<file path="src/rtl/switch_allocator_rr_pkg.sv">
// Shared sizing for the round-robin switch allocator: port counts, credit width
// and the output-by-input grant matrix type.
package switch_allocator_rr_pkg;
    localparam int SA_N        = 5;
    localparam int SA_M        = 5;
    localparam int SA_CREDIT_W = 4;

    typedef logic [0:SA_M-1][0:SA_N-1] grant_matrix_t;
endpackage

</file>
<file path="src/rtl/rr_arbiter_ptr.sv">
// Per-output round-robin arbiter: scans upward from a registered pointer and
// moves the pointer past the winner only when a grant is actually taken.
module rr_arbiter_ptr
    import switch_allocator_rr_pkg::*;
#(
    parameter int N = SA_N
) (
    input  logic         clk,
    input  logic         reset_n,
    input  logic         ce,
    input  logic [0:N-1] req,
    input  logic         enable,
    output logic [0:N-1] grant
);
    localparam int PTR_W = (N > 1) ? $clog2(N) : 1;

    logic [PTR_W-1:0] ptr;
    logic [PTR_W-1:0] ptr_next;

    always_comb begin : scan_p
        int   idx;
        logic found;
        grant    = '0;
        ptr_next = ptr;
        found    = 1'b0;
        idx      = 0;
        if (enable) begin
            for (int k = 0; k < N; k++) begin
                idx = int'(ptr) + k;
                if (idx >= N) begin
                    idx = idx - N;
                end
                if (!found && req[idx]) begin
                    grant[idx] = 1'b1;
                    found      = 1'b1;
                    ptr_next   = (idx == N - 1) ? '0 : PTR_W'(idx + 1);
                end
            end
        end
    end

    // With ce low the pointer freezes, matching the suppressed grant register.
    always_ff @(posedge clk) begin
        if (!reset_n) begin
            ptr <= '0;
        end else if (ce) begin
            ptr <= ptr_next;
        end
    end
endmodule

</file>
<file path="src/rtl/switch_allocator_rr.sv">
// Credit-aware round-robin switch allocator: one arbiter per output, registered
// one-hot grants, and stall flags for outputs blocked by missing downstream credit.
module switch_allocator_rr
    import switch_allocator_rr_pkg::*;
#(
    parameter int N        = SA_N,
    parameter int M        = SA_M,
    parameter int CREDIT_W = SA_CREDIT_W
) (
    input  logic                          clk,
    input  logic                          reset_n,
    input  logic                          ce,
    input  logic [0:M-1][CREDIT_W-1:0]    i_en,
    input  logic [0:N-1][0:M-1]           i_output_req,
    output logic [0:M-1][0:N-1]           o_output_grant,
    output logic [0:N-1]                  o_input_grant,
    output logic [0:M-1]                  o_data_val,
    output logic [0:M-1]                  o_stall
);
    logic [0:N-1][0:M-1] req_norm;
    logic [0:M-1][0:N-1] req_col;
    logic [0:M-1]        credit_ok;
    logic [0:M-1][0:N-1] arb_grant;
    logic [0:M-1]        stall_next;
    logic [0:M-1][0:N-1] grant_q;
    logic [0:M-1]        stall_q;

    always_comb begin : normalise_p
        logic found;
        req_norm = '0;
        found    = 1'b0;
        for (int n = 0; n < N; n++) begin
            found = 1'b0;
            for (int m = 0; m < M; m++) begin
                if (!found && i_output_req[n][m]) begin
                    req_norm[n][m] = 1'b1;
                    found          = 1'b1;
                end
            end
        end
    end

    // An input popping this cycle still shows the packet in flight, so it sits out.
    always_comb begin
        req_col = '0;
        for (int m = 0; m < M; m++) begin
            for (int n = 0; n < N; n++) begin
                req_col[m][n] = req_norm[n][m] & ~o_input_grant[n];
            end
        end
    end

    // A grant in flight has not yet reduced i_en, so it is charged here.
    always_comb begin : credit_p
        logic [CREDIT_W:0] avail;
        avail     = '0;
        credit_ok = '0;
        for (int m = 0; m < M; m++) begin
            avail        = {1'b0, i_en[m]} - {{CREDIT_W{1'b0}}, |grant_q[m]};
            credit_ok[m] = !avail[CREDIT_W] && (avail != '0);
        end
    end

    for (genvar m = 0; m < M; m++) begin : g_arb
        rr_arbiter_ptr #(.N(N)) u_arb (
            .clk     (clk),
            .reset_n (reset_n),
            .ce      (ce),
            .req     (req_col[m]),
            .enable  (credit_ok[m]),
            .grant   (arb_grant[m])
        );
    end

    always_comb begin
        stall_next = '0;
        for (int m = 0; m < M; m++) begin
            stall_next[m] = (|req_col[m]) & ~credit_ok[m];
        end
    end

    always_ff @(posedge clk) begin
        if (!reset_n || !ce) begin
            grant_q <= '0;
            stall_q <= '0;
        end else begin
            grant_q <= arb_grant;
            stall_q <= stall_next;
        end
    end

    always_comb begin
        o_input_grant = '0;
        o_data_val    = '0;
        for (int m = 0; m < M; m++) begin
            o_data_val[m] = |grant_q[m];
            for (int n = 0; n < N; n++) begin
                o_input_grant[n] = o_input_grant[n] | grant_q[m][n];
            end
        end
    end

    assign o_output_grant = grant_q;
    assign o_stall        = stall_q;
endmodule
</file>
<file path="config.mk">
export PLATFORM = sky130hd
export DESIGN_NAME = switch_allocator_rr
export DESIGN_NICKNAME = d
export VERILOG_FILES = /design/src/rtl/switch_allocator_rr_pkg.sv /design/src/rtl/rr_arbiter_ptr.sv /design/src/rtl/switch_allocator_rr.sv
export SDC_FILE = /design/constraint.sdc
export NUM_CORES = 1
export LEC_CHECK = 0
export CORE_ASPECT_RATIO = 0.9
export CORE_MARGIN = 1
export CORE_UTILIZATION = 40
export CTS_CLUSTER_DIAMETER = 120
export CTS_CLUSTER_SIZE = 12
export DETAILED_ROUTE_END_ITERATION = 8
export SYNTH_ARGS = -nofsm -noshare
export SYNTH_HDL_FRONTEND = slang
export SYNTH_SLANG_ARGS = --single-unit
export TNS_END_PERCENT = 5
</file>
<file path="constraint.sdc">
create_clock -name clk -period 5.4 [get_ports clk]
set_input_delay 1.08 -clock clk [delete_from_list [all_inputs] [get_ports clk]]
set_output_delay 1.08 -clock clk [all_outputs]
set_load 0.005 [all_outputs]
</file>
==> results.json <==
{
  "status": "finished, final reports clean",
  "maxCapViolCount": 0,
  "ys_warn_count": 0,
  "place.gp.congestion": 0.985,
  "syn_area_per_cell_um2": 7.37,
  "start_kind": "input port",
  "clk_latency_ns": 0.31,
  "viasPerCell": 6.15,
  "cp.arrival_ns": 4.51,
  "core-area_mm2": 0.0289,
  "grt_pass1_vias": 11500,
  "crit_path_max_fanout": 7,
  "start_util": 0.407,
  "required_ns": 5.62,
  "cts_tree": "built",
  "grt_setup_unrepaired": "false",
  "final_max_slew_viol_count": 0,
  "synth_cell_types": 123,
  "area_delta_synth_final_pct": 12.5,
  "p_leak_uw": 0.00536,
  "hpwl_mm": 32.8,
  "cts_hold_buf": 0,
  "synth_top_area_cell": "ha_1",
  "yosysSeqAreaShare": 0.0765,
  "fin_nets": 1878,
  "synthesis.area_mm2": 0.0118,
  "die_h_um": 165,
  "cts_resized": 0,
  "crit_type": "in2reg",
  "wl_per_cell_um": 20.0,
  "drc": 0,
  "clkTransAtPathRegs_ns": 0.07,
  "syn_nets": 1809,
  "dieArea_mm2": 0.0301,
  "post-synth-top-count-cell": "ha_1",
  "hold_viol_final": 0,
  "setup_viol": 0,
  "grt_overflow": 0,
  "final_util": 0.458,
  "routed_wl_mm": 41.3,
  "ys.flop_type": "dfxtp_1",
  "fin_skew_ns": 0.0114,
  "ios": 88,
  "synth_edf_count": 0,
  "multi_input_area_mm2": 0.0101,
  "post-cts-setup-buffer-count": 0,
  "yosys-top-cells-count": "158 x ha_1, 127 x inv_1, 117 x nand2_1",
  "tightest_slew_ns": 0.800,
  "final.period_utilization": 0.795,
  "synth-seq-cells": 45,
  "end_kind": "register",
  "firstDrtPassIters": 6,
  "syn_inst": 1598,
  "drive_above_1_share": 0.0893,
  "first_iter_violations": 1407,
  "cts_made_buffers": 5,
  "pwr_density_cell_mw_per_mm2": 586,
  "dr_total_vias": 12700,
  "grt_first_pass_wirelength_mm": 63.8,
  "regArea_um2": 901,
  "fin_hold_ws_ns": 0.679,
  "synth_async_sr_flop_share": 0,
  "ys_top_cells_by_area": "ha_1 17%, dfxtp_1 7.7%, a21oi_1 4.3%, inv_1 4.1%, nand2_1 3.7%",
  "cts.sinks": 45,
  "antenna_found_initial": 2,
  "relSlewSlack": 0.462,
  "worstHoldPathType": "reg2reg",
  "finalSetupTns_ns": 0,
  "numPortBuffers": 87,
  "vdd_drop_max_uv": 213,
  "die_w_um": 183,
  "ant_nets": 0,
  "fp-row-count": 59,
  "fillers": 3004,
  "grt_max_degree": 34,
  "cts.path.max_buffers": 2,
  "synth_top_area_frac": 0.168,
  "cts_root_buffer": "clkbuf_16",
  "cts_max_level": 2,
  "groute.usage.overall": 0.267,
  "period_minus_slack_ns": 4.29,
  "fmax_ghz": 0.233
}
==> kinds of logic (layout without fill, tap and decap cells) <==
| kind of cell | Yosys count | after routing | synth area share |
|---|---|---|---|
| other | 0 | 2 | 0 |
| adder cells (fa/ha/maj) | 163 | 163 | 0.176 |
| multiplexers | 50 | 50 | 0.0485 |
| AND/OR/NAND/NOR | 622 | 622 | 0.305 |
| flip-flops | 45 | 45 | 0.0765 |
| XOR/XNOR | 30 | 30 | 0.0262 |
| buffers and inverters | 194 | 264 | 0.0688 |
| AO/OA/AOI/OAI | 494 | 494 | 0.299 |
==> sequential cells by signal, indices dropped and copies added (netlist names) <==
signal,cells
o_output_grant,25
g_arb.u_arb.ptr,15
o_stall,5
==> layer usage <==
| metal | vias up | routed length, um | track usage |
|---|---|---|---|
| met5 | - | 0 | 0 |
| met4 | 0 | 1010 | 0.0712 |
| met3 | 63 | 2840 | 0.0333 |
| met2 | 508 | 18100 | 0.428 |
| met1 | 6000 | 19300 | 0.375 |
| li1 | 6128 | - | - |
==> where the power goes <==
part / switching, uW / total (uW) / internal (uW) / leakage (uW)
clock: 164 / 339 / 175 / 0.0000704
sequential: 83.4 / 482 / 398 / 0.000366
combinational: 4280 / 6940 / 2660 / 0.00492
total: 4530 / 7760 / 3240 / 0.00536
==> layout by cell type (no fill, tap or decap), types with 32 or more instances in the layout <==
master,instances
buf_4,33
nor2b_1,32
nand2b_1,54
nand2_1,117
inv_1,127
clkdlybuf4s50_1,87
a31oi_1,45
nor2_1,102
nand3_1,80
mux2i_1,35
a21oi_1,101
ha_1,158
nor3_1,43
dfxtp_1,45
o21ai_0,71
==> path summary, 6_finish.rpt <==
| kind | depth (start not counted) | to | slack [ns] | start |
|---|---|---|---|---|
| max | 10 | o_output_grant[2]$_SDFF_PP0_ | 1.11 | i_output_req[4] |
| min | 3 | g_arb[3].u_arb.ptr[1]$_SDFFE_PN0P_ | 0.68 | g_arb[3].u_arb.ptr[1]$_SDFFE_PN0P_ |
| max reg2reg | 11 | g_arb[0].u_arb.ptr[0]$_SDFFE_PN0P_ | 1.20 | g_arb[0].u_arb.ptr[1]$_SDFFE_PN0P_ |
| min reg2reg | 3 | g_arb[3].u_arb.ptr[1]$_SDFFE_PN0P_ | 0.68 | g_arb[3].u_arb.ptr[1]$_SDFFE_PN0P_ |
==> through the flow <==
stage | total power [uW] | worst slack (ns) | area, um2 | instances
detailed placement | 7240 | 0.856 | 13100 | 2056
CTS | 7620 | 1.17 | 13200 | 2064
global route | 8420 | 0.829 | 13200 | 2066
global placement | 7220 | 0.894 | 13100 | 2056
finish | 7760 | 1.11 | 13200 | 2066
floorplan | 5480 | 1.61 | 11800 | 1598
==> area by class of cell <==
class / count / area share
Inverter: 136 / 0.0386
Antenna cell: 2 / 0.000378
Timing Repair Buffer: 120 / 0.0845
Multi-Input combinational cell: 1359 / 0.760
Tap cell: 396 / 0.0374
Sequential cell: 45 / 0.0680
Clock inverter: 3 / 0.00189
Clock buffer: 5 / 0.00945
==> critical path, cell delays in order <==
cell and delay, ns:
clkdlybuf4s50_1 0.56, nor4_1 0.52, nand2_1 0.15, nor3b_1 0.55, a21oi_1 0.17, a211o_1 0.42
nor4b_2 0.52, nor3b_1 0.25, a221oi_1 0.09, a31oi_1 0.19
No activity file was read; power rests on OpenSTA's default activity.
